**src/rtl/multicycle_control.sv**
```systemverilog
// Main control FSM for the multicycle MIPS datapath, with memory-ready stalls and a sticky illegal-opcode flag.
// Define MC_ADDI_EN to compile in the addi states (ADDIEX/ADDIWB); otherwise addi is treated as illegal.
module multicycle_control (
    input  logic       clk,
    input  logic       rst,
    input  logic [5:0] opcode,
    input  logic       mem_ready,
    output logic       PCWrite,
    output logic       PCWriteCond,
    output logic       IorD,
    output logic       MemRead,
    output logic       MemWrite,
    output logic       MemtoReg,
    output logic       IRWrite,
    output logic       ALUSrcA,
    output logic       RegWrite,
    output logic       RegDst,
    output logic [1:0] PCSource,
    output logic [1:0] ALUSrcB,
    output logic [1:0] ALUOp,
    output logic [3:0] state,
    output logic       illegal
);

    localparam logic [5:0] OP_RTYPE = 6'b000000;
    localparam logic [5:0] OP_LW    = 6'b100011;
    localparam logic [5:0] OP_SW    = 6'b101011;
    localparam logic [5:0] OP_BEQ   = 6'b000100;
    localparam logic [5:0] OP_J     = 6'b000010;
`ifdef MC_ADDI_EN
    localparam logic [5:0] OP_ADDI  = 6'b001000;
`endif

    typedef enum logic [3:0] {
        S_FETCH  = 4'd0,
        S_DECODE = 4'd1,
        S_MEMADR = 4'd2,
        S_MEMRD  = 4'd3,
        S_MEMWB  = 4'd4,
        S_MEMWR  = 4'd5,
        S_EXEC   = 4'd6,
        S_RWB    = 4'd7,
        S_BRANCH = 4'd8,
        S_JUMP   = 4'd9
`ifdef MC_ADDI_EN
        ,
        S_ADDIEX = 4'd10,
        S_ADDIWB = 4'd11
`endif
    } state_t;

    state_t r_state;
    logic   r_illegal;
    state_t w_next;
    logic   w_setIllegal;

    logic       w_pcWrite, w_irWrite, w_memRead, w_memWrite, w_regWrite;
    logic       w_pcWriteCond, w_iorD, w_memtoReg, w_aluSrcA, w_regDst;
    logic [1:0] w_pcSource, w_aluSrcB, w_aluOp;

    always_comb begin
        w_next       = S_FETCH;
        w_setIllegal = 1'b0;
        case (r_state)
            S_FETCH:  w_next = mem_ready ? S_DECODE : S_FETCH;
            S_DECODE: begin
                case (opcode)
                    OP_LW, OP_SW: w_next = S_MEMADR;
                    OP_RTYPE:     w_next = S_EXEC;
                    OP_BEQ:       w_next = S_BRANCH;
                    OP_J:         w_next = S_JUMP;
`ifdef MC_ADDI_EN
                    OP_ADDI:      w_next = S_ADDIEX;
`endif
                    default: begin
                        w_next       = S_FETCH;
                        w_setIllegal = 1'b1;
                    end
                endcase
            end
            // IR is held through MEMADR, so the opcode still selects load vs store here
            S_MEMADR: w_next = (opcode == OP_SW) ? S_MEMWR : S_MEMRD;
            S_MEMRD:  w_next = mem_ready ? S_MEMWB : S_MEMRD;
            S_MEMWB:  w_next = S_FETCH;
            S_MEMWR:  w_next = mem_ready ? S_FETCH : S_MEMWR;
            S_EXEC:   w_next = S_RWB;
            S_RWB:    w_next = S_FETCH;
            S_BRANCH: w_next = S_FETCH;
            S_JUMP:   w_next = S_FETCH;
`ifdef MC_ADDI_EN
            S_ADDIEX: w_next = S_ADDIWB;
            S_ADDIWB: w_next = S_FETCH;
`endif
            default:  w_next = S_FETCH;
        endcase
    end

    always_comb begin
        w_pcWrite     = 1'b0;
        w_pcWriteCond = 1'b0;
        w_iorD        = 1'b0;
        w_memRead     = 1'b0;
        w_memWrite    = 1'b0;
        w_memtoReg    = 1'b0;
        w_irWrite     = 1'b0;
        w_aluSrcA     = 1'b0;
        w_regWrite    = 1'b0;
        w_regDst      = 1'b0;
        w_pcSource    = 2'b00;
        w_aluSrcB     = 2'b00;
        w_aluOp       = 2'b00;
        case (r_state)
            S_FETCH: begin
                w_memRead = 1'b1;
                w_aluSrcB = 2'b01;
                w_irWrite = mem_ready;
                w_pcWrite = mem_ready;
            end
            S_DECODE: w_aluSrcB = 2'b11;
            S_MEMADR: begin
                w_aluSrcA = 1'b1;
                w_aluSrcB = 2'b10;
            end
            S_MEMRD: begin
                w_memRead = 1'b1;
                w_iorD    = 1'b1;
            end
            S_MEMWB: begin
                w_regWrite = 1'b1;
                w_memtoReg = 1'b1;
            end
            S_MEMWR: begin
                w_memWrite = 1'b1;
                w_iorD     = 1'b1;
            end
            S_EXEC: begin
                w_aluSrcA = 1'b1;
                w_aluOp   = 2'b10;
            end
            S_RWB: begin
                w_regWrite = 1'b1;
                w_regDst   = 1'b1;
            end
            S_BRANCH: begin
                w_aluSrcA     = 1'b1;
                w_aluOp       = 2'b01;
                w_pcWriteCond = 1'b1;
                w_pcSource    = 2'b01;
            end
            S_JUMP: begin
                w_pcWrite  = 1'b1;
                w_pcSource = 2'b10;
            end
`ifdef MC_ADDI_EN
            S_ADDIEX: begin
                w_aluSrcA = 1'b1;
                w_aluSrcB = 2'b10;
            end
            S_ADDIWB: w_regWrite = 1'b1;
`endif
            default: ;
        endcase
    end

    // Write enables are killed while rst is high so an aborted instruction never commits
    assign PCWrite     = w_pcWrite  & ~rst;
    assign IRWrite     = w_irWrite  & ~rst;
    assign MemRead     = w_memRead  & ~rst;
    assign MemWrite    = w_memWrite & ~rst;
    assign RegWrite    = w_regWrite & ~rst;
    assign PCWriteCond = w_pcWriteCond;
    assign IorD        = w_iorD;
    assign MemtoReg    = w_memtoReg;
    assign ALUSrcA     = w_aluSrcA;
    assign RegDst      = w_regDst;
    assign PCSource    = w_pcSource;
    assign ALUSrcB     = w_aluSrcB;
    assign ALUOp       = w_aluOp;
    assign state       = r_state;
    assign illegal     = r_illegal;

    always_ff @(posedge clk or posedge rst) begin
        if (rst) begin
            r_state   <= S_FETCH;
            r_illegal <= 1'b0;
        end else begin
            r_state <= w_next;
            if (w_setIllegal)
                r_illegal <= 1'b1;
        end
    end

endmodule

```
**config.mk**
```make
export PLATFORM = sky130hd
export DESIGN_NAME = multicycle_control
export DESIGN_NICKNAME = d
export VERILOG_FILES = /design/src/rtl/multicycle_control.sv
export SDC_FILE = /design/constraint.sdc
export NUM_CORES = 1
export LEC_CHECK = 0
export ABC_CLOCK_PERIOD_IN_PS = 1700
export BUFFER_PORTS_ARGS = -buffer_cell sky130_fd_sc_hd__buf_4
export CAP_MARGIN = 20
export CORE_MARGIN = 5
export CORE_UTILIZATION = 39
export CTS_BUF_LIST = sky130_fd_sc_hd__clkbuf_4 sky130_fd_sc_hd__clkbuf_8
export CTS_CLUSTER_DIAMETER = 60
export DETAILED_ROUTE_END_ITERATION = 10
export GPL_TIMING_DRIVEN = 0
export PLACE_DENSITY_LB_ADDON = 0.3
export SLEW_MARGIN = 25
export SYNTH_ARGS = -nofsm -noshare
export SYNTH_HDL_FRONTEND = slang
export SYNTH_SLANG_ARGS = --single-unit
```
**constraint.sdc**
```tcl
create_clock -name clk -period 1.7 [get_ports clk]
set_input_delay 0.17 -clock clk [delete_from_list [all_inputs] [get_ports clk]]
set_output_delay 0.17 -clock clk [all_outputs]
set_load 0.005 [all_outputs]
```
==> results of run 1 <==
-- layer usage --
layer | part of all wire | routed length (um) | up-vias | GRT usage
li1 | - | - | 333 | -
met1 | 0.43 | 635 | 300 | 0.180
met2 | 0.49 | 737 | 20 | 0.261
met3 | 0.079 | 118 | 0 | 0.0273
met4 | 0 | 0 | 0 | 0.0341
met5 | 0 | 0 | - | 0
-- area by class of cell --
type / instances / area [um^2]
clock buffers: 4 / 30.0
plain buffers: 5 / 30.0
well taps: 15 / 18.8
inverters: 3 / 11.3
flip-flops and latches: 5 / 129
multi-input cells: 57 / 384
repair buffers: 32 / 243
fillers: 109 / 423
-- power groups by stage --
stage	Sequential (mW)	Clock [mW]	Combinational (mW)
finish	0.189	0.153	0.541
floorplan	0.182	0	0.288
global route	0.194	0.167	0.598
global placement	0.187	0	0.485
detailed placement	0.189	0	0.493
CTS	0.189	0.157	0.507
-- sequential cells by signal (all words and copies together), names as in the netlist --
signal / cells
state: 4
illegal: 1
-- repair_timing --
item                                    in CTS  in global routing
endpoints found under the hold margin        5                  0
pin swaps                                    0                  2
resized for setup                            5                 14
setup buffers                                0                  2
endpoints found under the setup margin       9                 14
hold buffers                                 1                  0
-- cell families (layout without fill, tap and decap cells) --
kind of cell / count (synthesis) / count (layout) / synth area share
AOI/OAI and AO/OA: 11 / 11 / 0.153
xor gates and xnor gates: 2 / 2 / 0.0341
buffers and inverters: 8 / 44 / 0.0657
DFF: 5 / 5 / 0.243
and+or+nand+nor: 44 / 44 / 0.504
-- worst register-to-register path, delay by kind of cell (launching register included) --
kind | cells | cell delay (ns)
simple gates | 2 | 1.05
compound gates | 1 | 0.07
flops | 1 | 0.44
-- per-stage QoR --
step	std cells	hold slack [ns]	power (mW)	cell area, um^2
final	121	0.223	0.883	846
after global routing	121	0.251	0.959	846
after CTS	119	0.222	0.853	801
after detailed placement	114	0.125	0.682	751
after global placement	114	0.119	0.672	751
after floorplan	70	-0.0515	0.470	514
-- worst paths after layout --
path	start	to	slack, ns	cells after the start
setup / recovery	state[1]$_DFF_PP0_	state[2]$_DFF_PP0_	0.04	3
setup reg to reg	state[1]$_DFF_PP0_	state[2]$_DFF_PP0_	0.04	3
max in group asynchronous	rst	state[2]$_DFF_PP0_	1.08	3
hold / removal	opcode[4]	state[3]$_DFF_PP0_	0.22	3
hold reg to reg	illegal$_DFFE_PP0P_	illegal$_DFFE_PP0P_	0.46	1
min in group asynchronous	rst	state[0]$_DFF_PP0_	0.43	3
-- layout by cell type, fill, tap and decap left out, types with 4 or more instances in the layout --
cell and count:
nor2_1 8, nand2_1 4, clkbuf_4 5, nor3_1 5, buf_4 32, nor4_1 5
==> impl_metrics.env, run 1 <==
export IMPL_cpMaxStageDelayCell="or4b_4"
export IMPL_async_flop_share=1.00
export IMPL_die_h_um=46.3
export IMPL_yosysSeqAreaShare=0.243
export IMPL_ys_dominant_reg_cell="dfrtp_1"
export IMPL_vias_per_cell=5.40
export IMPL_synth_largest_area_cell="dfrtp_1"
export IMPL_final_nets=116
export IMPL_antenna_left=0
export IMPL_grt_pass1_wl_um=2340
export IMPL_track_usage=0.147
export IMPL_cap_violations=0
export IMPL_finalSetupTns_ns=0
export IMPL_final_util=0.667
export IMPL_synth_edff_count=0
export IMPL_yosys_top_cells_area="dfrtp_1 (24%), nor4_1 (6.1%), nor3_1 (5.8%), nor2_1 (5.8%), nand2b_1 (4.9%)"
export IMPL_start_util=0.405
export IMPL_syn_to_final_growth_pct=64.5
export IMPL_comb_power_share=0.613
export IMPL_relSlewSlack=0.805
export IMPL_power_density_nw_per_um2=1040
export IMPL_cp_start_kind="flip-flop"
export IMPL_ir_worst_vdd_mv=0.458
export IMPL_slew_viol_final=0
export IMPL_switching_share=0.389
export IMPL_synth_top_area_share=0.243
export IMPL_power_frac_seq=0.214
export IMPL_cp_data_arrival_time_ns=1.81
export IMPL_grt_overflow=0
export IMPL_crit_chain="or4b_4 -> or4_4 -> o221ai_2"
export IMPL_antenna_found_initial=0
export IMPL_rows=13
export IMPL_min_path_type="input pin to flip-flop"
export IMPL_synth_nets=79
export IMPL_tightest_slew_ns=0.291
export IMPL_post_route_period_util=0.975
export IMPL_critPathRequiredTime_ns=1.85
export IMPL_grt_setup_unrepaired="yes"
export IMPL_clk_latency_ns=0.24
export IMPL_synth_ff_latch_count=5
export IMPL_io_buffers=29
export IMPL_drive_gt1_frac=0.491
export IMPL_gp_congestion=0.771
export IMPL_max_freq_ghz=0.603
export IMPL_crit_fanout=8
export IMPL_cts_tree="yes"
export IMPL_yosys_warnings=0
export IMPL_firstDrtPassIters=4
export IMPL_critPathMaxStageDelay_ns=0.56
export IMPL_worstSetupEndpointType="flip-flop"
export IMPL_detail_route_wl_per_cell_um=12.3
export IMPL_grt_max_degree=11
export IMPL_grt_pass1_vias=569
export IMPL_netlist_instances=70
export IMPL_drcViolationCount=0
export IMPL_dieArea_um2=2140
export IMPL_routed_wl_um=1490
export IMPL_syn_area_per_cell_um2=7.35
export IMPL_io_pins=30
export IMPL_p_int_mw=0.540
export IMPL_ys_top_cells_by_count="nor2_1 (8), nor3_1 (6), dfrtp_1 (5), nor4_1 (5)"
export IMPL_status="finished clean"
export IMPL_clk_pin_slew_ns=0.04
export IMPL_hold_viol=0
export IMPL_fin_skew_ns=0.000317
export IMPL_crit_type="flip-flop to flip-flop"
export IMPL_critPathTopFamily="simple AND/OR/NAND/NOR gates"
export IMPL_power_frac_clock=0.173
export IMPL_netlist_area_um2=514
export IMPL_switchingPower_mw=0.344
export IMPL_num_antenna_cells=0
export IMPL_clkSinkCount=5
export IMPL_setup_violations=0
export IMPL_p_leak_nw=0.394
export IMPL_netlist_cell_type_count=29
export IMPL_drtIter0Drc=11
export IMPL_yosysMostFrequentCell="nor2_1"
export IMPL_final_min_clock_period_ns=1.66
export IMPL_cts_buffers=3
export IMPL_place_worst_setup_slack_ns=-0.0137
export IMPL_clk_path_buf_depth=2
export IMPL_dp_hpwl_um=1140
export IMPL_core_area_um2=1270
export IMPL_die_width_um=46.3
export IMPL_root_buffer="clkbuf_4"
export IMPL_fin_ws_ns=0.0421
export IMPL_routed_via_count=653
export IMPL_h_tree_depth=1
export IMPL_critPathBufInv=0
(Power assumes the default switching activity.)
==> inputs of run 2 (changes only) <==
- ABC_AREA: unset -> 1
- PLACE_DENSITY: unset -> 0.76
- PLACE_DENSITY_LB_ADDON: 0.3 -> unset
==> impl_metrics.env, run 2 <==
export IMPL_status="finished clean"
export IMPL_grt_pass1_wl_um=2180
export IMPL_ys_top_cells_by_count="nor2_1 (25), inv_1 (16), nand2_1 (16)"
export IMPL_tightest_slew_ns=0.290
export IMPL_netlist_area_um2=509
export IMPL_ir_worst_vdd_mv=0.663
export IMPL_setup_violations=0
export IMPL_layout_commonest_cell="buf_4"
export IMPL_routed_via_count=649
export IMPL_start_util=0.401
export IMPL_r2r_end="state[2]$_DFF_PP0_"
export IMPL_power_density_nw_per_um2=1050
export IMPL_die_h_um=46.1
export IMPL_synth_edff_count=0
export IMPL_cts_tree="yes"
export IMPL_relSlewSlack=0.807
export IMPL_hold_viol=0
export IMPL_cp_data_arrival_time_ns=1.37
export IMPL_final_min_clock_period_ns=1.54
export IMPL_endpoint="PCWrite"
export IMPL_h_tree_depth=1
export IMPL_detail_route_wl_per_cell_um=9.90
export IMPL_fin_skew_ns=0.00327
export IMPL_antenna_left=0
export IMPL_track_usage=0.140
export IMPL_finalSetupTns_ns=0
export IMPL_cap_violations=0
export IMPL_reg2reg_slack_ns=0.55
export IMPL_reg2reg_from="state[0]$_DFF_PP0_"
export IMPL_layout_common_cells="buf_4 (30), nor2_1 (24), inv_1 (16), nand2_1 (16), nand3_1 (10)"
export IMPL_critPathRequiredTime_ns=1.53
export IMPL_grt_overflow=0
export IMPL_num_antenna_cells=0
export IMPL_ys_dominant_reg_cell="dfrtp_1"
export IMPL_synth_top_area_share=0.246
export IMPL_drive_gt1_frac=0.379
export IMPL_dp_hpwl_um=1200
export IMPL_drtIter0Drc=4
export IMPL_crit_type="flip-flop to output port"
export IMPL_yosys_warnings=0
export IMPL_grt_max_degree=9
export IMPL_power_total_mw=0.838
export IMPL_reg2reg_depth=7
export IMPL_crit_fanout=8
export IMPL_routed_wl_um=1380
export IMPL_clkSinkCount=5
export IMPL_clk_pin_slew_ns=0.04
export IMPL_clk_path_buf_depth=2
export IMPL_num_fill_cells=136
export IMPL_syn_to_final_growth_pct=56.0
export IMPL_netlist_cell_type_count=19
export IMPL_worstSetupEndpointType="output port"
export IMPL_p_leak_nw=0.493
export IMPL_cp_start_kind="flip-flop"
export IMPL_slew_viol_final=0
export IMPL_cts_buffers=3
export IMPL_grt_setup_unrepaired="no"
export IMPL_crit_path_start="state[1]$_DFF_PP0_"
export IMPL_core_area_um2=1270
export IMPL_min_path_type="input pin to flip-flop"
export IMPL_vias_per_cell=4.67
export IMPL_yosys_top_cells_area="dfrtp_1 (25%), nor2_1 (18%), inv_1 (12%), nand2_1 (12%), nand3_1 (9.8%)"
export IMPL_synth_ff_latch_count=5
export IMPL_final_nets=134
export IMPL_firstDrtPassIters=4
export IMPL_yosysMostFrequentCell="nor2_1"
export IMPL_io_buffers=29
export IMPL_synth_nets=99
export IMPL_gp_congestion=0.842
export IMPL_async_flop_share=1.00
export IMPL_dieArea_um2=2130
export IMPL_drcViolationCount=0
export IMPL_rows=13
export IMPL_max_freq_ghz=0.648
export IMPL_syn_area_per_cell_um2=5.66
export IMPL_post_route_period_util=0.908
export IMPL_yosysSeqAreaShare=0.246
export IMPL_clk_latency_ns=0.24
export IMPL_netlist_instances=90
export IMPL_largest_register_ffs=4
export IMPL_antenna_found_initial=0
export IMPL_cts_setup_buffers=0
export IMPL_io_pins=30
export IMPL_synth_largest_area_cell="dfrtp_1"
export IMPL_root_buffer="clkbuf_4"
export IMPL_die_width_um=46.1
export IMPL_grt_pass1_vias=552
[run 2: cell types whose count changed after synthesis, sizes merged, moves of 2 or more]
cell,before,now
nor2,8,27
inv,3,19
nand2,4,18
nand3,1,10
nor4,5,0
clkbuf,4,0
nand2b,4,0
nor3,6,2
nor3b,3,0
or3,3,0
and3,2,0
nor2b,2,0
o221ai,2,0
xnor2,2,0
[run 2: worst min path at each step]
stage          cells past startpoint  slack, ns      start             endpoint
6_report                           4       0.24  opcode[3]   state[3]$_DFF_PP0_
5_1_grt                            4       0.28  opcode[3]   state[3]$_DFF_PP0_
4_1_cts                            4       0.24  opcode[3]   state[3]$_DFF_PP0_
3_5_place_dp                       2       0.12        rst   state[2]$_DFF_PP0_
3_3_place_gp                       2       0.11        rst   state[2]$_DFF_PP0_
2_1_floorplan                      1      -0.05        rst  illegal$_DFFE_PP0P_
[run 2: cells by family after synthesis]
family / synth area share
compound gates: 0.0614
simple gates: 0.516
flops: 0.246
buf+inv: 0.177
[run 2: area by class of cell]
cell class                 count  area (um^2)  area share
buffer                         2         18.8      0.0236
timing repair buffer          30          228       0.287
tap                           15         18.8      0.0236
clock buffer                   4         30.0      0.0378
sequential                     5          126       0.159
inverter                      19         71.3      0.0898
multi-input combinational     64          302       0.380
[run 2: repair_timing]
| item | CTS | global route |
|---|---|---|
| gates resized for setup | 0 | 3 |
| hold buffers | 1 | 0 |
| hold endpoints to repair | 5 | 0 |
| endpoints found under the setup margin | 0 | 2 |
[run 2: power breakdown]
part,internal (mW),switching (mW)
registers,0.144,0.0389
clock network,0.104,0.0461
logic,0.240,0.264
[run 2: per-stage QoR]
stage	std cells	setup WS (ns)	utilization	area, um^2	hold WS, ns
after floorplan	90	0.535	-	509	-0.0515
after global placement	134	0.382	0.588	746	0.114
after detailed placement	134	0.389	0.588	746	0.118
after CTS	139	0.133	0.619	786	0.241
after global routing	139	0.0238	0.626	795	0.280
final	139	0.157	0.626	795	0.240
[run 2: worst max-delay path, stage by stage, from the launching register on]
cell     delay [ns]
dfrtp_1        0.38
buf_6          0.14
nor2_2         0.12
nand2_1        0.09
nor2_2         0.12
inv_1          0.07
a21oi_2        0.10
buf_4          0.11
[run 2: per-layer routing]
layer  global-route usage  routed length (um)
met5                    0                   0
met4               0.0284                   8
met3               0.0391                 134
met2                0.277                 707
met1                0.142                 525
